<file path="src/rtl/psram_arbiter.sv">
// Two-port 32-bit arbiter onto a 16-bit asynchronous PSRAM; each access is two timed halfword cycles.
// Define PSRAM_VGA_PRIO_EN to give port 1 fixed priority on ties instead of round robin.
module psram_arbiter #(
  parameter int unsigned ADDR_W = 22,
  parameter int unsigned T_ACC  = 7,
  parameter int unsigned T_REC  = 1
) (
  input  logic              clk_sys,
  input  logic              rst_n,
  input  logic              m0_req,
  input  logic              m0_we,
  input  logic [ADDR_W-1:0] m0_addr,
  input  logic [31:0]       m0_wdata,
  input  logic [3:0]        m0_be,
  output logic              m0_ack,
  output logic [31:0]       m0_rdata,
  input  logic              m1_req,
  input  logic              m1_we,
  input  logic [ADDR_W-1:0] m1_addr,
  input  logic [31:0]       m1_wdata,
  input  logic [3:0]        m1_be,
  output logic              m1_ack,
  output logic [31:0]       m1_rdata,
  output logic              PSRAM_CLK,
  output logic              PSRAM_ADV_N,
  output logic              PSRAM_CE_N,
  output logic              PSRAM_OE_N,
  output logic              PSRAM_WE_N,
  output logic              PSRAM_LB_N,
  output logic              PSRAM_UB_N,
  output logic [ADDR_W:0]   PSRAM_ADDR,
  output logic [15:0]       dq_o,
  output logic              dq_oe,
  input  logic [15:0]       dq_i
);

  typedef enum logic [2:0] {S_IDLE, S_LO, S_REC1, S_HI, S_REC2, S_ACK} state_t;

  localparam logic [3:0] ACC_LAST = 4'(T_ACC - 1);
  localparam logic [3:0] REC_LAST = 4'(T_REC - 1);

  state_t            state_q, state_d;
  logic [3:0]        cnt_q, cnt_d;
  logic              last_grant_q, last_grant_d;
  logic              we_q, we_d;
  logic [ADDR_W-1:0] addr_q, addr_d;
  logic [31:0]       wdata_q, wdata_d;
  logic [3:0]        be_q, be_d;
  logic [31:0]       rbuf_q, rbuf_d;
  logic [31:0]       m0_rdata_q, m0_rdata_d, m1_rdata_q, m1_rdata_d;
  logic              m0_ack_q, m0_ack_d, m1_ack_q, m1_ack_d;
  logic              ce_n_q, ce_n_d, oe_n_q, oe_n_d, we_n_q, we_n_d;
  logic              lb_n_q, lb_n_d, ub_n_q, ub_n_d;
  logic              dq_oe_q, dq_oe_d;
  logic [15:0]       dq_o_q, dq_o_d;
  logic [ADDR_W:0]   paddr_q, paddr_d;
  logic              gnt;
  logic              half;

  always_comb begin
    state_d      = state_q;
    cnt_d        = cnt_q;
    last_grant_d = last_grant_q;
    we_d         = we_q;
    addr_d       = addr_q;
    wdata_d      = wdata_q;
    be_d         = be_q;
    rbuf_d       = rbuf_q;
    m0_rdata_d   = m0_rdata_q;
    m1_rdata_d   = m1_rdata_q;
    gnt          = 1'b0;

    case (state_q)
      S_IDLE: begin
        if (m0_req || m1_req) begin
`ifdef PSRAM_VGA_PRIO_EN
          gnt = m1_req;
`else
          gnt = (m0_req && m1_req) ? ~last_grant_q : m1_req;
`endif
          last_grant_d = gnt;
          we_d    = gnt ? m1_we    : m0_we;
          addr_d  = gnt ? m1_addr  : m0_addr;
          wdata_d = gnt ? m1_wdata : m0_wdata;
          be_d    = gnt ? m1_be    : m0_be;
          cnt_d   = '0;
          // Write halves with no byte enables are never driven onto the bus.
          if (!we_d || (be_d[1:0] != 2'b00))      state_d = S_LO;
          else if (be_d[3:2] != 2'b00)            state_d = S_HI;
          else                                    state_d = S_ACK;
        end
      end
      S_LO: begin
        if (cnt_q == ACC_LAST) begin
          if (!we_q) rbuf_d[15:0] = dq_i;
          cnt_d   = '0;
          state_d = (!we_q || (be_q[3:2] != 2'b00)) ? S_REC1 : S_REC2;
        end else begin
          cnt_d = cnt_q + 4'd1;
        end
      end
      S_REC1: begin
        if (cnt_q == REC_LAST) begin
          cnt_d   = '0;
          state_d = S_HI;
        end else begin
          cnt_d = cnt_q + 4'd1;
        end
      end
      S_HI: begin
        if (cnt_q == ACC_LAST) begin
          if (!we_q) rbuf_d[31:16] = dq_i;
          cnt_d   = '0;
          state_d = S_REC2;
        end else begin
          cnt_d = cnt_q + 4'd1;
        end
      end
      S_REC2: begin
        if (cnt_q == REC_LAST) begin
          cnt_d   = '0;
          state_d = S_ACK;
          if (!we_q) begin
            if (last_grant_q) m1_rdata_d = rbuf_q;
            else              m0_rdata_d = rbuf_q;
          end
        end else begin
          cnt_d = cnt_q + 4'd1;
        end
      end
      S_ACK:   state_d = S_IDLE;
      default: state_d = S_IDLE;
    endcase

    // Pin values are registered, so they are derived from the state being entered.
    ce_n_d   = 1'b1;
    oe_n_d   = 1'b1;
    we_n_d   = 1'b1;
    lb_n_d   = 1'b1;
    ub_n_d   = 1'b1;
    dq_oe_d  = 1'b0;
    dq_o_d   = dq_o_q;
    paddr_d  = paddr_q;
    half     = 1'b0;
    m0_ack_d = 1'b0;
    m1_ack_d = 1'b0;

    if (state_d == S_LO || state_d == S_HI) begin
      half    = (state_d == S_HI);
      ce_n_d  = 1'b0;
      paddr_d = {addr_d, half};
      if (we_d) begin
        dq_oe_d = 1'b1;
        dq_o_d  = half ? wdata_d[31:16] : wdata_d[15:0];
        lb_n_d  = half ? ~be_d[2] : ~be_d[0];
        ub_n_d  = half ? ~be_d[3] : ~be_d[1];
        we_n_d  = (cnt_d == ACC_LAST);
      end else begin
        oe_n_d = 1'b0;
        lb_n_d = 1'b0;
        ub_n_d = 1'b0;
      end
    end

    if (state_d == S_ACK) begin
      m0_ack_d = ~last_grant_d;
      m1_ack_d = last_grant_d;
    end
  end

  always_ff @(posedge clk_sys) begin
    if (!rst_n) begin
      state_q      <= S_IDLE;
      cnt_q        <= '0;
      last_grant_q <= 1'b1;
      we_q         <= 1'b0;
      addr_q       <= '0;
      wdata_q      <= '0;
      be_q         <= '0;
      rbuf_q       <= '0;
      m0_rdata_q   <= '0;
      m1_rdata_q   <= '0;
      m0_ack_q     <= 1'b0;
      m1_ack_q     <= 1'b0;
      ce_n_q       <= 1'b1;
      oe_n_q       <= 1'b1;
      we_n_q       <= 1'b1;
      lb_n_q       <= 1'b1;
      ub_n_q       <= 1'b1;
      dq_oe_q      <= 1'b0;
      dq_o_q       <= '0;
      paddr_q      <= '0;
    end else begin
      state_q      <= state_d;
      cnt_q        <= cnt_d;
      last_grant_q <= last_grant_d;
      we_q         <= we_d;
      addr_q       <= addr_d;
      wdata_q      <= wdata_d;
      be_q         <= be_d;
      rbuf_q       <= rbuf_d;
      m0_rdata_q   <= m0_rdata_d;
      m1_rdata_q   <= m1_rdata_d;
      m0_ack_q     <= m0_ack_d;
      m1_ack_q     <= m1_ack_d;
      ce_n_q       <= ce_n_d;
      oe_n_q       <= oe_n_d;
      we_n_q       <= we_n_d;
      lb_n_q       <= lb_n_d;
      ub_n_q       <= ub_n_d;
      dq_oe_q      <= dq_oe_d;
      dq_o_q       <= dq_o_d;
      paddr_q      <= paddr_d;
    end
  end

  assign m0_ack      = m0_ack_q;
  assign m1_ack      = m1_ack_q;
  assign m0_rdata    = m0_rdata_q;
  assign m1_rdata    = m1_rdata_q;
  assign PSRAM_CLK   = 1'b0;
  assign PSRAM_ADV_N = 1'b0;
  assign PSRAM_CE_N  = ce_n_q;
  assign PSRAM_OE_N  = oe_n_q;
  assign PSRAM_WE_N  = we_n_q;
  assign PSRAM_LB_N  = lb_n_q;
  assign PSRAM_UB_N  = ub_n_q;
  assign PSRAM_ADDR  = paddr_q;
  assign dq_o        = dq_o_q;
  assign dq_oe       = dq_oe_q;

endmodule

</file>
<file path="config.mk">
export PLATFORM = sky130hd
export DESIGN_NAME = psram_arbiter
export DESIGN_NICKNAME = d
export VERILOG_FILES = /design/src/rtl/psram_arbiter.sv
export SDC_FILE = /design/constraint.sdc
export NUM_CORES = 1
export LEC_CHECK = 0
export BUFFER_PORTS_ARGS = -buffer_cell sky130_fd_sc_hd__clkbuf_2
export CORE_ASPECT_RATIO = 0.8
export CORE_MARGIN = 8
export CORE_UTILIZATION = 46
export DETAILED_ROUTE_END_ITERATION = 10
export PLACE_DENSITY = 0.87
export REMOVE_ABC_BUFFERS = 1
export SLEW_MARGIN = 40
export SYNTH_ARGS = -nofsm -noshare
export SYNTH_HDL_FRONTEND = slang
export SYNTH_SLANG_ARGS = --single-unit
</file>
<file path="constraint.sdc">
create_clock -name clk_sys -period 2.05 [get_ports clk_sys]
set_input_delay 0.205 -clock clk_sys [delete_from_list [all_inputs] [get_ports clk_sys]]
set_output_delay 0.205 -clock clk_sys [all_outputs]
set_load 0.03 [all_outputs]
</file>
==> Word-level counts from Yosys, hierarchy flattened <==
Cells that the tools add are included.
{ "classes": {"eq_ne": 9, "add_sub_neg": 1, "n_reduce_logical": 22, "n_mux": 35, "n_bitwise": 7} }
{ "ops": {"columns": ["op", "count"], "rows": [
  ["32-bit 2-to-1 mux", 3],
  ["22-bit 2-to-1 mux", 3],
  ["3-bit 2-to-1 mux", 8],
  ["4-bit 2-to-1 mux", 6],
  ["16-bit 2-to-1 mux", 1],
  ["3-bit case mux with 5 select lines", 1],
  ["1-bit 2-to-1 mux", 12],
  ["4-bit case mux with 3 select lines", 1],
  ["3-bit by 2-bit equality test with 1-bit output, second input constant", 3],
  ["3-bit AND reduction", 3],
  ["4-bit by 3-bit equality test with 1-bit output, second input constant", 2],
  ["4-bit AND reduction", 2],
  ["1-bit inverter", 7],
  ["3-bit by 1-bit equality test with 1-bit output, second input constant", 2],
  ["3-bit equality test, second input constant", 2],
  ["2-bit AND reduction", 3],
  ["2-bit nonzero test", 3],
  ["4-bit by 1-bit adder with 4-bit output, second input constant", 1],
  ["4-bit logical NOT", 1],
  ["1-bit logical OR", 4],
  ["2-bit OR reduction", 2],
  ["3-bit logical NOT", 1],
  ["1-bit logical NOT", 2],
  ["1-bit logical AND", 1]
]} }
{ "word_totals": {"out_inout_bits": 113, "register_bits": 210, "wordCells": 95} }

==> Longest topological paths before layout <==
Gate-level depths: netlist (run 1).
{ "depth": {"ltp_word": 11, "mapped_depth": 10, "depth_no_buf": 8} }

==> Least setup slack after synthesis (run 1) <==
OpenSTA, ideal clock, no wires.
{ "synth_path": {"path_kind": "reg2reg", "startpoint": "reg cnt_q[0]", "endpoint": "reg dq_o_q[10] (netlist: dq_o[10])", "setup_slack_ns": -0.201, "stages_incl_launch_ff": 9, "path_buffers": 1, "required_time_ns": 1.921, "synth_period_minus_slack_ns": 2.251, "arrival_ns": 2.123, "cell_sequence": "dfxtp_1 > inv_1 > ha_1 > a311oi_1 > a2111oi_2 > or3_4 > nor3_4 > buf_6 > a221oi_2"} }
{ "synth_between": {"elab_chain_len": 6} }
{ "synth_lines": {"columns": ["element", "line_no", "source"], "rows": [
  ["from (decl)", "43", "logic [3:0] cnt_q, cnt_d;"],
  ["from (signal assigned)", "195", "cnt_q <= cnt_d;"],
  ["4-bit by 3-bit equality test with 1-bit output / 4-bit logical NOT (equally long branches)", null, null],
  ["3-bit 2-to-1 mux (on tied branches)", null, null],
  ["3-bit case mux with 5 select lines *", "73", "case (state_q)"],
  ["3-bit by 1-bit equality test with 1-bit output / 3-bit by 2-bit equality test with 1-bit output (equally long branches)", "148, 149", null],
  ["1-bit logical OR", "148", "if (state_d == S_LO || state_d == S_HI) begin"],
  ["2-bit AND reduction (no line)", null, null],
  ["to (signal assigned)", "212", "dq_o_q <= dq_o_d;"],
  ["to (decl)", "55", "logic [15:0] dq_o_q, dq_o_d;"]
]} }
Every way passes the cells marked *; elsewhere a longest branch is shown, timed or not.
A chain may end at the register's enable or synchronous reset.

==> Final worst setup path (run 1) <==
{ "layout_path": {"startpoint": "reg cnt_q[0]", "endpoint": "reg paddr_q[10] (netlist: PSRAM_ADDR[10])"} }
{ "layout_between": {"elab_chain_len": 5} }
{ "layout_lines": {"columns": ["element", "line_no", "source"], "rows": [
  ["4-bit by 3-bit equality test with 1-bit output / 4-bit logical NOT (equally long branches)", null, null],
  ["3-bit 2-to-1 mux (on tied branches)", null, null],
  ["3-bit case mux with 5 select lines *", "73", null],
  ["3-bit by 1-bit equality test with 1-bit output / 3-bit by 2-bit equality test with 1-bit output (equally long branches)", "148", null],
  ["1-bit logical OR *", "148", null],
  ["to (signal assigned)", "213", "paddr_q <= paddr_d;"],
  ["to (decl)", "56", "logic [ADDR_W:0] paddr_q, paddr_d;"]
]} }
Marked as above.

==> results of run 1 <==
per-layer routing:
layer  share of wire [%]  GRT usage, %  up-vias
li1                    -             -     4075
met1                  36          28.3     4266
met2                  49          40.8      602
met3                 8.8          4.37      184
met4                 6.2          13.8        0
met5                   0             0        -
layout make-up:
type	count	area, µm²
multi-input combinational	737	4080
sequential	210	4210
clock buffer	29	606
tap	225	282
clock inverter	8	165
fill	1223	5380
antenna	2	5.00
inverter	7	28.8
timing repair buffer	365	2680
cell families after synthesis:
kind of cell / count (synthesis)
AO/OA/AOI/OAI: 254
buffers and inverters: 87
adder cells (fa/ha/maj): 3
AND/OR/NAND/NOR: 459
other: 1
flip-flops: 210
multiplexers: 19
worst max-delay path by stage:
stage	start	end	slack [ns]	cells after the start
2_1_floorplan	m1_req	PSRAM_WE_N$_SDFF_PN1_	-3.94	5
3_3_place_gp	cnt_q[0]$_SDFF_PN0_	dq_o[15]$_SDFFE_PN0P_	-0.09	9
3_5_place_dp	cnt_q[0]$_SDFF_PN0_	PSRAM_ADDR[12]$_SDFFE_PN0P_	-0.16	10
4_1_cts	cnt_q[1]$_SDFF_PN0_	dq_o[5]$_SDFFE_PN0P_	-0.12	10
5_1_grt	cnt_q[0]$_SDFF_PN0_	m0_rdata[10]$_SDFFE_PN0P_	-0.27	9
6_report	cnt_q[0]$_SDFF_PN0_	PSRAM_ADDR[10]$_SDFFE_PN0P_	-0.24	10
through the flow:
stage | cell area [µm²] | util, % | total power [mW] | worst slack, ns | hold slack, ns
4_1_cts | 11600 | 66.8 | 10.8 | -0.119 | 0.00123
3_3_place_gp | 9950 | 57.1 | 6.28 | -0.0860 | 0.442
3_5_place_dp | 9950 | 57.1 | 6.32 | -0.160 | 0.446
5_1_grt | 12100 | 69.1 | 11.3 | -0.272 | 0.0169
2_1_floorplan | 7880 | - | 5.61 | -3.94 | 0.267
6_report | 12100 | 69.2 | 10.9 | -0.242 | 0.0202
worst max-delay path: stages, from the launching register on:
cell       delay (ns)
dfxtp_2          0.32
inv_2            0.08
ha_4             0.13
nor3b_1          0.43
a2111oi_4        0.16
buf_4            0.19
nor3_4           0.28
buf_6            0.21
clkbuf_16        0.15
nand2_1          0.07
o21ai_0          0.14
report_power, final:
group	total [mW]	switching [mW]	internal (mW)	leakage [nW]
Clock	4.27	1.58	2.69	0.381
Sequential	4.50	0.139	4.37	1.72
Combinational	2.17	1.32	0.851	3.09
Total	10.9	3.03	7.91	5.18
Yosys cell counts (4+ instances only):
cell type	instances
nor3b_1	4
clkbuf_1	54
buf_1	6
dfxtp_1	210
a311oi_1	23
buf_2	15
nor2_1	90
nor3_1	4
o21ai_0	41
a221oi_2	11
mux2i_1	19
inv_1	7
a221oi_1	4
nand3_1	4
a21oi_1	155
and2_1	5
nand2_1	331
state kept, by name, indices dropped and copies added (netlist names), 16 cells and up:
signal      flops
m0_rdata       32
m1_rdata       32
rbuf_q         32
wdata_q        32
PSRAM_ADDR     23
addr_q         22
dq_o           16
repair_timing:
item                                    in CTS  in global routing
endpoints found under the hold margin       47                  0
pin swaps                                    8                 34
setup buffers                               11                  5
gates cloned                                 8                  4
endpoints found under the setup margin     107                141
hold buffers                                46                  0
gates resized for setup                     46                 87
==> reports/results.ini, run 1 <==
[grt]
grtUsageTotal_pct = 24.1
grt_first_pass_wirelength_mm = 44.3
antenna_found_initial = 1
grt_max_degree = 69
grt_pass1_vias = 8707
grt-ovfl-total = 0

[synth]
synth_largest_area_cell = dfxtp_1
synth_top_family_by_area = simple AND/OR/NAND/NOR gates
synth_edf_count = 0
synth_area_leaders = dfxtp_1, nand2_1, a21oi_1, nor2_1, o21ai_0
syn_inst = 1033
dominantRegCellSynth = dfxtp_1
synth_fa_ha_area_share_pct = 0.456
synth-simple-area-share_pct = 22.7
yosysSeqAreaShare_pct = 51.1
ys_types = 54
avgSynthCellArea_um2 = 7.96
synth_top_area_share_pct = 51.1
synth_xor_area_share_pct = 0
async_flop_share_pct = 0
synthMuxAreaShare_pct = 2.31
synth-seq-cells = 210
synth_compound_area_share_pct = 18.9
yosysWarnings = 0
syn-cell-area_um2 = 8230

[floorplanning]
fp.dieW_um = 166
chipHeight_um = 136
die_area_um2 = 22400
start_util_pct = 47.2
core_um2 = 17400
fp-row-count = 43
io-pin-count = 251

[sta]
worst_pin_slew_ns = 0.654
final.setup_skew_ns = 0.0208
slew_viol_final = 0
fmax_mhz = 436
setup_viol = 140
timing.final.ws_setup_ns = -0.242
rsz0062_at_grt = true
post-route-period-util_pct = 112
hold_viol = 0
fin_crit_ns = 2.29
tns_ns = -18.59
max-slew-margin-rel_pct = 56.4

[clock_tree]
cts_tree = done
cts_root_buf = clkbuf_16
clk_latency_ns = 0.49
clockBufferDepth = 3
cts_max_level = 1
cts_sinks = 210
clk_transition_reported_paths_ns = 0.06
cts_made_buffers = 21

[worst_setup_path]
crit_required_ns = 2.42
critPathArrivalTime_ns = 2.66
rr_worst_depth = 10
crit_path_max_fanout = 6
r2r_slack_ns = -0.24
path_class = reg2reg
cp-start-kind = register
reg2reg_to = PSRAM_ADDR[10]$_SDFFE_PN0P_
reg2reg_from = cnt_q[0]$_SDFF_PN0_
cp-end-kind = register

[finish]
layout_common_cells = nand2_1, clkbuf_2, dfxtp_1, a21oi_1, nor2_1
layout_commonest_cell = nand2_1
area_growth_pct = 46.5
layout.nets = 1483
layout.cells.non_filler = 1583
drive_gt1_share_pct = 33.9

[outcome]
failed_checks = negative setup slack
status = finished with violations

[flow_run]
cap_viol_max_count = 0

[worst_hold_path]
hp-class = in2reg
worstHoldStart = m1_addr[1]
holdPathEnd = addr_q[1]$_SDFF_PN0_
hold_path_depth = 3

[pwr]
ir_drop_uv = 575
p_per_area_nw_per_um2 = 908
p_leak_nw = 5.18

[placement]
gp_congestion = 0.856
dp.cells = 1472
dp_hpwl_mm = 16.9
portBuffers = 248

[route]
routed_via_density = 5.77
drc = 0
first_iter_violations = 1151
wire_per_inst_um = 19.5
dr.pass1.iters = 6
wirelength_mm = 30.9
postRouteAntennaNets = 0
vias = 9127

No activity file was read; power rests on OpenSTA's default activity.
==> run 2, diff against run 1 <==
--- a/config.mk
+++ b/config.mk
@@ -5,12 +5,15 @@
 export SDC_FILE = /design/constraint.sdc
 export NUM_CORES = 1
 export LEC_CHECK = 0
+export ABC_AREA = 1
 export BUFFER_PORTS_ARGS = -buffer_cell sky130_fd_sc_hd__clkbuf_2
 export CORE_ASPECT_RATIO = 0.8
 export CORE_MARGIN = 8
 export CORE_UTILIZATION = 46
+export CTS_BUF_LIST = sky130_fd_sc_hd__clkbuf_16
+export CTS_CLUSTER_DIAMETER = 120
 export DETAILED_ROUTE_END_ITERATION = 10
-export PLACE_DENSITY = 0.87
+export PLACE_DENSITY = 0.86
 export REMOVE_ABC_BUFFERS = 1
 export SLEW_MARGIN = 40
 export SYNTH_ARGS = -nofsm -noshare
==> reports/results.ini, run 2 <==
[outcome]
status = complete, no violations

[finish]
area_growth_pct = 27.8
utilization_pct = 59.5
layout_commonest_cell = nand2_1
layout.cells.non_filler = 1633
layout_common_cells = nand2_1, clkbuf_2, dfxtp_1, o21ai_0, nor2_1
drive_gt1_share_pct = 23.2
layout.nets = 1534
diodes = 0

[pwr]
switching_share_pct = 31.0
seq_power_share_pct = 44.8
pwr-share-clk_pct = 33.7
combinationalPowerShare_pct = 21.5
p_leak_nw = 5.27
switchingPower_mw = 3.20
p_per_area_nw_per_um2 = 965
ir_drop_uv = 640
p_int_mw = 7.13

[worst_setup_path]
path_common_cell = nand2_1
reg2reg_from = state_q[1]$_SDFF_PN0_
cp-end-kind = register
cp.depth = 9
startpoint = state_q[1]$_SDFF_PN0_
crit_required_ns = 2.49
worst_path_max_delay_cell = dfxtp_1
crit_buf_inv = 3
path_class = reg2reg
rr_worst_depth = 9
path_delay_family = buffers and inverters
crit_path_cell_trace = nor2_4 -> nand3_4 -> inv_2 -> buf_12 -> buf_4 -> o21ai_0 -> a21oi_1 -> nand2_1 -> nand2_1
critPathMaxStageDelay_ns = 0.33
critPathArrivalTime_ns = 2.35
cp-start-kind = register
crit_path_max_fanout = 71

[route]
wire_per_inst_um = 15.7
first_iter_violations = 753
wirelength_mm = 25.6
dr.pass1.iters = 5
postRouteAntennaNets = 0
vias = 8611
drc = 0
routed_via_density = 5.27

[flow_run]
cap_viol_max_count = 0

[grt]
antenna_found_initial = 0
grt_pass1_vias = 8253
grt_first_pass_wirelength_mm = 40.8
grt-ovfl-total = 0
grtUsageTotal_pct = 21.5
grt_max_degree = 72

[sta]
max-slew-margin-rel_pct = 62.7
setup_viol = 0
slew_viol_final = 0
hold_viol = 0
tns_ns = 0
fmax_mhz = 526
post-route-period-util_pct = 92.8
hold_ws_ns = 0.00870
fin_crit_ns = 1.90
worst_pin_slew_ns = 0.560
final.setup_skew_ns = 0.0160

[synth]
ys_types = 30
dominantRegCellSynth = dfxtp_1
synth_top_area_share_pct = 50.2
synth-seq-cells = 210
yosysMostFrequentCell = nand2_1
synth_area_leaders = dfxtp_1, nand2_1, o21ai_0, nor2_1, a21oi_1
async_flop_share_pct = 0
synth_largest_area_cell = dfxtp_1
yosysWarnings = 0
synth_edf_count = 0
synthTopCellsByCount = nand2_1, dfxtp_1, o21ai_0, nor2_1, a21oi_1
yosysSeqAreaShare_pct = 50.2
avgSynthCellArea_um2 = 7.32
syn_inst = 1144
syn-cell-area_um2 = 8370

[floorplanning]
fp.dieW_um = 167
start_util_pct = 46.5
chipHeight_um = 137
core_um2 = 18000
fp-row-count = 44
die_area_um2 = 22800
io-pin-count = 251

[placement]
dp_hpwl_mm = 17.7
portBuffers = 248
gp_congestion = 0.856
dp.cells = 1573

[clock_tree]
cts_sinks = 210
clk_latency_ns = 0.50
cts_tree = done
clk_transition_reported_paths_ns = 0.06
cts_root_buf = clkbuf_16
cts_made_buffers = 21
clockBufferDepth = 3
cts_max_level = 1

[worst_hold_path]
hold_path_depth = 3
hp-class = in2reg
worstHoldStart = dq_i[2]

run 2: cell count changes after synthesis, moves of 11 or more:
cell	before	now
buf_2	15	29
nand2_1	331	260
a21oi_1	155	97
inv_1	7	66
mux2i_1	19	0
clkbuf_1	54	36
a311oi_1	23	0
o21ai_0	41	158
a221oi_2	11	0
nand3_1	4	90
nor2_1	90	153
run 2: final cells by class:
cell class | count | area, µm²
well taps | 230 | 288
clock inverters | 12 | 78.8
repair buffers | 300 | 1780
multi-input cells | 786 | 3540
fillers | 1558 | 7300
inverters | 74 | 283
clock buffers | 21 | 526
flip-flops and latches | 210 | 4210
run 2: power by group through the flow:
stage                     registers, mW  logic, mW  clock network, mW
after global placement             4.70       2.09                  0
final                              4.63       2.22               3.48
after detailed placement           4.70       2.15                  0
after floorplan                    5.02      0.983                  0
after CTS                          4.62       2.20               3.51
after global routing               4.65       2.44               3.68
run 2: routing by layer:
metal  vias to the layer above  track usage, %  wire length [µm]
met3                        58            6.17              2530
met1                      3916            26.7             10600
met5                         -               0                 0
li1                       4179               -                 -
met2                       458            35.9             11800
met4                         0            6.69               660
run 2: final timing paths:
kind	endpoint	slack, ns
setup reg to reg	PSRAM_ADDR[15]$_SDFFE_PN0P_	0.15
setup / recovery	PSRAM_ADDR[15]$_SDFFE_PN0P_	0.15
hold / removal	rbuf_q[2]$_SDFFE_PN0P_	0.009
hold reg to reg	PSRAM_ADDR[19]$_SDFFE_PN0P_	0.47
run 2: stage by stage:
step / setup WS (ns) / power (mW) / cell area [µm²]
floorplan: -0.763 / 6.00 / 8010
global placement: 0.203 / 6.79 / 9810
detailed placement: 0.116 / 6.85 / 9810
CTS: 0.0664 / 10.3 / 10700
global route: -0.0139 / 10.8 / 10700
finish: 0.148 / 10.3 / 10700
run 2: worst register-to-register path: stages, from the launching register on:
cell	delay, ns
dfxtp_1	0.33
nor2_4	0.16
nand3_4	0.15
inv_2	0.11
buf_12	0.25
buf_4	0.31
o21ai_0	0.15
a21oi_1	0.24
nand2_1	0.08
nand2_1	0.06
run 2: cells by family after synthesis:
family	Yosys count	synth area share, %
compound gates	261	15.8
flops	210	50.2
buf+inv	149	7.74
other cells	1	0.0448
simple gates	520	25.8
fa+ha+maj	3	0.448
run 2: what timing repair did:
item,in CTS,in global routing
resized for setup,0,8
hold buffers,27,0
setup buffers,0,0
hold endpoints to repair,28,0
setup endpoints to repair,0,36
==> run 3, diff against run 2 <==
--- a/config.mk
+++ b/config.mk
@@ -7,9 +7,11 @@
 export LEC_CHECK = 0
 export ABC_AREA = 1
 export BUFFER_PORTS_ARGS = -buffer_cell sky130_fd_sc_hd__clkbuf_2
+export CELL_PAD_IN_SITES_DETAIL_PLACEMENT = 1
+export CELL_PAD_IN_SITES_GLOBAL_PLACEMENT = 2
 export CORE_ASPECT_RATIO = 0.8
 export CORE_MARGIN = 8
-export CORE_UTILIZATION = 46
+export CORE_UTILIZATION = 25
 export CTS_BUF_LIST = sky130_fd_sc_hd__clkbuf_16
 export CTS_CLUSTER_DIAMETER = 120
 export DETAILED_ROUTE_END_ITERATION = 10
==> reports/results.ini, run 3 (same netlist as run 2, synthesis figures left out) <==
[worst_setup_path]
crit_required_ns = 2.46
rr_worst_depth = 9
crit_path_max_fanout = 43
cp-start-kind = register
reg2reg_from = state_q[1]$_SDFF_PN0_
startpoint = state_q[1]$_SDFF_PN0_
reg2reg_to = dq_o[15]$_SDFFE_PN0P_
endpoint = dq_o[15]$_SDFFE_PN0P_
critPathArrivalTime_ns = 2.31
path_class = reg2reg
r2r_slack_ns = 0.15
cp-end-kind = register

[pwr]
seq_power_share_pct = 42.1
p_leak_nw = 5.43
switching_share_pct = 31.6
p_int_mw = 7.50
pwr-share-clk_pct = 36.6
combinationalPowerShare_pct = 21.2
p_per_area_nw_per_um2 = 970
p_total_mw = 11.0
ir_drop_uv = 437
switchingPower_mw = 3.47

[sta]
hold_viol = 0
final.setup_skew_ns = 0.0126
slew_viol_final = 0
post-route-period-util_pct = 92.7
fin_crit_ns = 1.90
rsz0062_at_grt = true
setup_viol = 0
fmax_mhz = 526

[clock_tree]
clk_transition_reported_paths_ns = 0.07
cts_max_level = 1
cts_root_buf = clkbuf_16
cts_sinks = 210
cts_tree = done
clk_latency_ns = 0.51
clockBufferDepth = 3
cts_made_buffers = 23

[route]
drc = 0
first_iter_violations = 314
vias = 8506
postRouteAntennaNets = 0
wire_per_inst_um = 16.3
routed_via_density = 4.55
dr.pass1.iters = 5
wirelength_mm = 30.5

[finish]
drive_gt1_share_pct = 24.2
layout_commonest_cell = nand2_1
fillCellCount = 4187
utilization_pct = 33.9
layout_common_cells = nand2_1, clkbuf_2, dfxtp_1, o21ai_0, nor2_1
post-route-cell-area_um2 = 11300
area_growth_pct = 35.1
layout.nets = 1560

[placement]
dp_hpwl_mm = 21.9
gp_congestion = 0.775
portBuffers = 248
placed_area_um2 = 10100

[floorplanning]
chipHeight_um = 180
die_area_um2 = 39600
fp-row-count = 60
io-pin-count = 251
fp.dieW_um = 221
core_um2 = 33300
start_util_pct = 25.1

[grt]
antenna_found_initial = 2
grt_max_degree = 55
grt-ovfl-total = 0
grt_pass1_vias = 9144
grtUsageTotal_pct = 14.9
grt_first_pass_wirelength_mm = 48.5

[flow_run]
cap_viol_max_count = 0

[outcome]
status = complete, no violations

[worst_hold_path]
hp-class = in2reg

[run 3: through the flow]
step	TNS, ns	cells	setup WS (ns)	hold WS, ns
after detailed placement	0	1788	0.0832	0.461
final	0	1871	0.149	0.00763
after global routing	-0.200	1871	-0.0411	0.00962
after global placement	0	1788	0.138	0.456
after CTS	0	1866	0.0550	0.000592
after floorplan	-29.79	1070	-0.763	0.274
[run 3: how the worst min path moves through the flow]
stage	cells past startpoint	startpoint	endpoint
floorplan	1	rst_n	last_grant_q$_SDFF_PN1_
finish	3	dq_i[11]	rbuf_q[11]$_SDFFE_PN0P_
CTS	3	m0_addr[15]	addr_q[15]$_SDFF_PN0_
detailed placement	2	PSRAM_ADDR[4]$_SDFFE_PN0P_	PSRAM_ADDR[4]$_SDFFE_PN0P_
global placement	2	PSRAM_ADDR[5]$_SDFFE_PN0P_	PSRAM_ADDR[5]$_SDFFE_PN0P_
global route	3	dq_i[11]	rbuf_q[11]$_SDFFE_PN0P_
[run 3: metal layers]
| metal | global-route usage (%) | routed length (µm) | vias to the layer above |
|---|---|---|---|
| met3 | 3.91 | 2030 | 34 |
| met2 | 24.9 | 14100 | 205 |
| met4 | 3.04 | 500 | 2 |
| met5 | 0 | 9 | - |
| li1 | - | - | 4234 |
| met1 | 19.1 | 13900 | 4031 |
[run 3: repair_timing]
action,CTS,global route
buffers inserted,0,4
resized for setup,0,15
endpoints found under the hold margin,40,0
endpoints found under the setup margin,0,59
hold buffers,36,0
[run 3: area by class of cell]
| class | instances | area (µm²) | share of cell area [%] |
|---|---|---|---|
| antenna | 1 | 2.50 | 0.0221 |
| clock buffer | 23 | 576 | 5.09 |
| clock inverter | 19 | 146 | 1.29 |
| inverter | 74 | 287 | 2.53 |
| multi-input combinational | 786 | 3560 | 31.5 |
| sequential | 210 | 4210 | 37.2 |
| tap | 434 | 543 | 4.80 |
| timing repair buffer | 324 | 1990 | 17.6 |
[run 3: worst max-delay path: stages, from the launching register on]
cell and delay, ns:
dfxtp_1 0.41, nor2_4 0.18, nand3_4 0.18, inv_2 0.16, buf_12 0.21, nand3_1 0.13, o21ai_1 0.16, nand3_1 0.12
a21oi_1 0.17, nor2_1 0.05
[run 3: power groups by stage]
stage	Combinational [mW]	Sequential (mW)	Clock [mW]
detailed placement	2.28	4.71	0
CTS	2.35	4.62	4.15
finish	2.33	4.62	4.02
global route	2.61	4.66	4.30
global placement	2.23	4.71	0
floorplan	0.983	5.02	0
